==> src/rtl/snoop_pkg.sv <==
// Shared MSI snoop bus encodings: op/kind codes, line states and bus field offsets.
// The cpu and bus_arbiter blocks import the same definitions.
package snoop_pkg;

  localparam logic [1:0] OP_DATA = 2'b00;
  localparam logic [1:0] OP_WB   = 2'b01;
  localparam logic [1:0] OP_REQ  = 2'b11;

  localparam logic [1:0] K_READ  = 2'b00;
  localparam logic [1:0] K_WRITE = 2'b01;
  localparam logic [1:0] K_INV   = 2'b10;
  localparam logic [1:0] K_NOP   = 2'b11;

  localparam logic [1:0] ST_I = 2'b00;
  localparam logic [1:0] ST_S = 2'b01;
  localparam logic [1:0] ST_M = 2'b10;

  // Field offsets of the default 10-bit bus {kind, op, tag, data}
  localparam int KIND_LSB = 8;
  localparam int OP_LSB   = 6;
  localparam int TAG_LSB  = 3;
  localparam int DATA_LSB = 0;

  typedef enum logic [1:0] {
    FSM_IDLE    = 2'b00,
    FSM_LOOKUP  = 2'b01,
    FSM_RESPOND = 2'b10,
    FSM_WB      = 2'b11
  } snoop_fsm_e;

  // The unused encoding 11 behaves exactly like Invalid.
  function automatic logic [1:0] msi_norm(input logic [1:0] s);
    return (s == 2'b11) ? ST_I : s;
  endfunction

endpackage

==> src/rtl/snoop_line_array.sv <==
// Per-cache line store: NLINES x {state, tag, data} registers.
// One write port (local or snoop, muxed by the owner) and one combinational read port.
module snoop_line_array
  import snoop_pkg::*;
#(
  parameter int TAG_W  = 3,
  parameter int DATA_W = 3,
  parameter int IDX_W  = 1
) (
  input  logic              clock,
  input  logic              clear_n,
  input  logic              we,
  input  logic [IDX_W-1:0]  widx,
  input  logic [1:0]        wstate,
  input  logic [TAG_W-1:0]  wtag,
  input  logic [DATA_W-1:0] wdata,
  input  logic [IDX_W-1:0]  ridx,
  output logic [1:0]        rstate,
  output logic [TAG_W-1:0]  rtag,
  output logic [DATA_W-1:0] rdata
);

  localparam int NLINES = 2 ** IDX_W;

  logic [1:0]        state_reg [NLINES];
  logic [TAG_W-1:0]  tag_reg   [NLINES];
  logic [DATA_W-1:0] data_reg  [NLINES];

  always_ff @(posedge clock or negedge clear_n) begin
    if (!clear_n) begin
      for (int i = 0; i < NLINES; i++) begin
        state_reg[i] <= ST_I;
        tag_reg[i]   <= '0;
        data_reg[i]  <= '0;
      end
    end else if (we) begin
      state_reg[widx] <= wstate;
      tag_reg[widx]   <= wtag;
      data_reg[widx]  <= wdata;
    end
  end

  assign rstate = state_reg[ridx];
  assign rtag   = tag_reg[ridx];
  assign rdata  = data_reg[ridx];

endmodule

==> src/rtl/snoop_responder.sv <==
// Snooping side of an MSI cache: samples bus requests, reports shared, and
// for a Modified hit issues a write-back before downgrading/invalidating the line.
module snoop_responder
  import snoop_pkg::*;
#(
  parameter int TAG_W  = 3,
  parameter int DATA_W = 3,
  parameter int IDX_W  = 1
) (
  input  logic                      clock,
  input  logic                      clear_n,
  input  logic                      hab,
  input  logic [TAG_W+DATA_W+3:0]   bus,
  input  logic                      loc_we,
  input  logic [TAG_W-1:0]          loc_tag,
  input  logic [DATA_W-1:0]         loc_data,
  input  logic [1:0]                loc_state,
  output logic                      shared,
  output logic [TAG_W+DATA_W+3:0]   bus_out,
  output logic                      wb_valid,
  output logic                      busy,
  output logic [1:0]                line_state
);

  snoop_fsm_e              fsm_reg;
  logic [1:0]              kind_reg;
  logic [TAG_W-1:0]        req_tag_reg;
  logic                    hit_reg;
  logic [1:0]              st_state_reg;
  logic [TAG_W-1:0]        st_tag_reg;
  logic [DATA_W-1:0]       st_data_reg;
  logic                    shared_reg;
  logic                    wb_valid_reg;
  logic [TAG_W+DATA_W+3:0] bus_out_reg;
  logic [1:0]              line_state_reg;

  logic [1:0]        bus_kind;
  logic [1:0]        bus_op;
  logic [TAG_W-1:0]  bus_tag;
  logic              unused_bus_data;
  logic              accept;
  logic              hit;
  logic [IDX_W-1:0]  req_idx;

  logic              arr_we;
  logic [IDX_W-1:0]  arr_widx;
  logic [1:0]        arr_wstate;
  logic [TAG_W-1:0]  arr_wtag;
  logic [DATA_W-1:0] arr_wdata;
  logic [1:0]        rd_state;
  logic [TAG_W-1:0]  rd_tag;
  logic [DATA_W-1:0] rd_data;

  assign bus_kind        = bus[TAG_W+DATA_W+3 -: 2];
  assign bus_op          = bus[TAG_W+DATA_W+1 -: 2];
  assign bus_tag         = bus[DATA_W +: TAG_W];
  assign unused_bus_data = ^bus[DATA_W-1:0];
  assign req_idx         = req_tag_reg[IDX_W-1:0];

  assign accept = (fsm_reg == FSM_IDLE) && hab && (bus_op == OP_REQ) && (bus_kind != K_NOP);
  assign hit    = (rd_tag == req_tag_reg) &&
                  ((msi_norm(rd_state) == ST_S) || (msi_norm(rd_state) == ST_M));

  // Snoop updates only touch the state field; tag/data are written back unchanged.
  always_comb begin
    arr_we     = 1'b0;
    arr_widx   = loc_tag[IDX_W-1:0];
    arr_wstate = loc_state;
    arr_wtag   = loc_tag;
    arr_wdata  = loc_data;
    if (fsm_reg == FSM_RESPOND && hit_reg && st_state_reg == ST_S && kind_reg != K_READ) begin
      arr_we     = 1'b1;
      arr_widx   = req_idx;
      arr_wstate = ST_I;
      arr_wtag   = st_tag_reg;
      arr_wdata  = st_data_reg;
    end else if (fsm_reg == FSM_WB) begin
      arr_we     = 1'b1;
      arr_widx   = req_idx;
      arr_wstate = (kind_reg == K_READ) ? ST_S : ST_I;
      arr_wtag   = st_tag_reg;
      arr_wdata  = st_data_reg;
    end else if (fsm_reg == FSM_IDLE && loc_we) begin
      arr_we = 1'b1;
    end
  end

  snoop_line_array #(
    .TAG_W  (TAG_W),
    .DATA_W (DATA_W),
    .IDX_W  (IDX_W)
  ) u_array (
    .clock   (clock),
    .clear_n (clear_n),
    .we      (arr_we),
    .widx    (arr_widx),
    .wstate  (arr_wstate),
    .wtag    (arr_wtag),
    .wdata   (arr_wdata),
    .ridx    (req_idx),
    .rstate  (rd_state),
    .rtag    (rd_tag),
    .rdata   (rd_data)
  );

  always_ff @(posedge clock or negedge clear_n) begin
    if (!clear_n) begin
      fsm_reg        <= FSM_IDLE;
      kind_reg       <= K_READ;
      req_tag_reg    <= '0;
      hit_reg        <= 1'b0;
      st_state_reg   <= ST_I;
      st_tag_reg     <= '0;
      st_data_reg    <= '0;
      shared_reg     <= 1'b0;
      wb_valid_reg   <= 1'b0;
      bus_out_reg    <= '0;
      line_state_reg <= ST_I;
    end else begin
      case (fsm_reg)
        FSM_IDLE: begin
          bus_out_reg  <= '0;
          wb_valid_reg <= 1'b0;
          if (accept) begin
            kind_reg    <= bus_kind;
            req_tag_reg <= bus_tag;
            shared_reg  <= 1'b0;
            fsm_reg     <= FSM_LOOKUP;
          end
        end
        FSM_LOOKUP: begin
          hit_reg      <= hit;
          st_state_reg <= msi_norm(rd_state);
          st_tag_reg   <= rd_tag;
          st_data_reg  <= rd_data;
          fsm_reg      <= FSM_RESPOND;
        end
        FSM_RESPOND: begin
          shared_reg     <= hit_reg;
          line_state_reg <= st_state_reg;
          fsm_reg        <= (hit_reg && st_state_reg == ST_M) ? FSM_WB : FSM_IDLE;
        end
        FSM_WB: begin
          bus_out_reg  <= {2'b00, OP_WB, st_tag_reg, st_data_reg};
          wb_valid_reg <= 1'b1;
          fsm_reg      <= FSM_IDLE;
        end
        default: fsm_reg <= FSM_IDLE;
      endcase
    end
  end

  assign shared     = shared_reg;
  assign bus_out    = bus_out_reg;
  assign wb_valid   = wb_valid_reg;
  assign busy       = (fsm_reg != FSM_IDLE);
  assign line_state = line_state_reg;

endmodule

==> config.mk <==
export PLATFORM = sky130hd
export DESIGN_NAME = snoop_responder
export DESIGN_NICKNAME = d
export VERILOG_FILES = /design/src/rtl/snoop_pkg.sv /design/src/rtl/snoop_line_array.sv /design/src/rtl/snoop_responder.sv
export SDC_FILE = /design/constraint.sdc
export NUM_CORES = 1
export LEC_CHECK = 0
export ABC_AREA = 1
export CAP_MARGIN = 20
export CELL_PAD_IN_SITES_DETAIL_PLACEMENT = 2
export CELL_PAD_IN_SITES_GLOBAL_PLACEMENT = 2
export CORE_ASPECT_RATIO = 2
export CORE_MARGIN = 5
export CORE_UTILIZATION = 33
export CTS_CLUSTER_DIAMETER = 200
export DETAILED_ROUTE_END_ITERATION = 8
export PLACE_DENSITY_LB_ADDON = 0.05
export SYNTH_ARGS = -nofsm -noshare
export SYNTH_HDL_FRONTEND = slang
export SYNTH_SLANG_ARGS = --single-unit
==> constraint.sdc <==
create_clock -name clock -period 2.5 [get_ports clock]
set_input_delay 0.5 -clock clock [delete_from_list [all_inputs] [get_ports clock]]
set_output_delay 0.5 -clock clock [all_outputs]
set_load 0.05 [all_outputs]
==> results.yml <==
worst_setup_path:
  worst-setup-path-type: "flip-flop to primary output"
  crit_arrival_ns: 1.57
  setup.worst_path.start_class: "flip-flop"
  path_cells: "inv_1 -> ha_1 -> inv_1 -> dlymetal6s2s_1"
  critical_path_required_ns: 2.00
  crit_buf_inv: 3
  crit_family: "buffers and inverters"
  slowest_delay_ns: 0.42
  crit_path_end_kind: "primary output"
  cp_max_fo: 4
  crit_top_cell: "inv_1"
  crit_slowest_cell: "dlymetal6s2s_1"
floorplan:
  start_util_pct: 33.7
  die_area_um2: 8540
  pin_count: 37
  design.core.area_um2: 6570
  num_rows: 42
  die_y_um: 126
  fp.dieW_um: 67.9
clock_network:
  clk_path_buf_depth: 2
  clkLatencyLatePin_ns: 0.29
  clk_pin_slew_ns: 0.06
  cts-htree-levels: 2
  cts_root_buf: "clkbuf_16"
  cts_tree: "done"
  cts_sinks: 42
  cts_made_buffers: 5
logic_synthesis:
  synth_seq_area_share_pct: 47.5
  synth-seq-cells: 42
  synth_top_area_share_pct: 47.5
  syn-instance-count: 273
  syn-cell-area_um2: 2210
  yosysUniqueCellTypes: 27
  yosys.area.top_type: "dfrtp_1"
  yosys_warnings: 0
  syn_avg_cell_area_um2: 8.10
  synth_area_leaders: "dfrtp_1, nand2_1, o21ai_0, nand3_1, ha_1"
route:
  drtIter0Drc: 38
  wirelength_um: 6270
  ant_nets: 0
  wire_per_inst_um: 15.8
  vias: 1868
  firstDrtPassIters: 2
  drc: 0
  viasPerCell: 4.69
power:
  ir_drop_uv: 572
  leakage_nw: 1.40
  power_per_cell_area_nw_per_um2: 1280
placement:
  place_hpwl_um: 5040
  portBuffers: 30
  gp_congestion: 0.755
  postPlaceCellArea_um2: 2620
global_route:
  grt_max_degree: 28
  antenna_found_initial: 0
  grt_overflow: 0
  grt_pass1_vias: 2119
  grtUsageTotal_pct: 16.7
  grt_pass1_wl_um: 10700
timing:
  final-setup-viol-count: 0
  period_needed_ns: 2.07
  whs_ns: 0.239
  timing.final.crit_share_pct: 82.7
  timing.fmax_ghz: 0.483
  rsz0062_at_grt: "no"
  skew_ns: 0.00629
  relSlewSlack_pct: 56.7
  tightest_slew_ns: 0.649
  drv_slew: 0
  tns_ns: 0
  hold_viol: 0
layout:
  design_area_um2: 2770
  syn_to_final_growth_pct: 25.0
  largest_register_ffs: 7
  fin_nets: 338
  postLayoutCoreUtil_pct: 42.1
  mostFrequentLayoutCells: "nand2_1, dfrtp_1, clkdlybuf4s50_1"
  diodes: 0
  drive_gt1_share_pct: 10.3
  mostFrequentLayoutCell: "nand2_1"
flow_run:
  drv_cap: 0
outcome:
  status: "finished, final reports clean"
min_path:
  hold_path.class: "primary input to asynchronous set/reset pin"
cells in the mapped netlist (all sizes together):
cell    number
nand2      111
dfrtp       42
o21ai       22
nand3       21
nor2        21
inv         19
a21oi        7
buf          7
ha           7
or2          4
clkbuf       3
o22ai        3
clkinv       2
a31oi        1
conb         1
mux2         1
nand4        1
timing repair:
| item | 4_1_cts | 5_1_grt |
|---|---|---|
| buffers inserted | 0 | 0 |
| endpoints found under the hold margin | 0 | 0 |
| gates resized for setup | 0 | 1 |
| setup endpoints to repair | 0 | 1 |
| hold buffers | 0 | 0 |
per-layer routing:
metal / vias to the layer above / share of wire, % / global-route usage, %
met1: 914 / 38 / 17.7
met5: - / 0 / 0
met4: 0 / 1.7 / 5.63
met2: 22 / 58 / 31.6
li1: 925 / - / -
met3: 7 / 2.6 / 2.76
layout make-up:
class                      count  area (um^2)
clock buffer                   7          143
fill                         761         3800
tap                           88          110
timing repair buffer          37          350
clock inverter                 1         5.00
inverter                      21         80.1
sequential                    42         1050
multi-input combinational    202         1030
report_power, final:
| part | leakage (nW) | total, W | switching (W) | internal, W |
|---|---|---|---|---|
| Sequential | 0.529 | 0.00117 | 0.000187 | 0.000980 |
| Clock | 0.0739 | 0.000656 | 0.000260 | 0.000396 |
| Combinational | 0.795 | 0.00171 | 0.00114 | 0.000562 |
cell families (layout without fill, tap and decap cells):
| kind of cell | Yosys count | after routing | synth area share, % |
|---|---|---|---|
| multiplexers | 1 | 1 | 0.509 |
| adder cells (fa/ha/maj) | 7 | 7 | 3.96 |
| AND/OR/NAND/NOR | 158 | 158 | 33.7 |
| AO/OA/AOI/OAI | 33 | 33 | 7.69 |
| other | 1 | 3 | 0.170 |
| flip-flops | 42 | 42 | 47.5 |
| buffers and inverters | 31 | 66 | 6.45 |
final timing paths:
check	end	slack, ns	cells after the start	from
min in group clock	u_array.state_reg[0]	0.47	2	u_array.state_reg[0]
worst max-delay path	busy	0.43	4	fsm_reg[1]
worst max register to register	u_array.tag_reg[5]	0.53	9	fsm_reg[1]
worst min-delay path	kind_reg[0]	0.24	1	clear_n
worst min register to register	u_array.state_reg[0]	0.47	2	u_array.state_reg[0]
max in group asynchronous	st_data_reg[1]	1.67	2	clear_n
metrics by stage:
stage          power, W  instances  setup slack [ns]
3_5_place_dp    0.00293        390             0.331
5_1_grt         0.00384        398             0.305
3_3_place_gp    0.00285        390             0.381
6_report        0.00353        398             0.432
2_1_floorplan   0.00237        275             0.895
4_1_cts         0.00362        398            0.0230
Power figures use the tool's default switching activity.
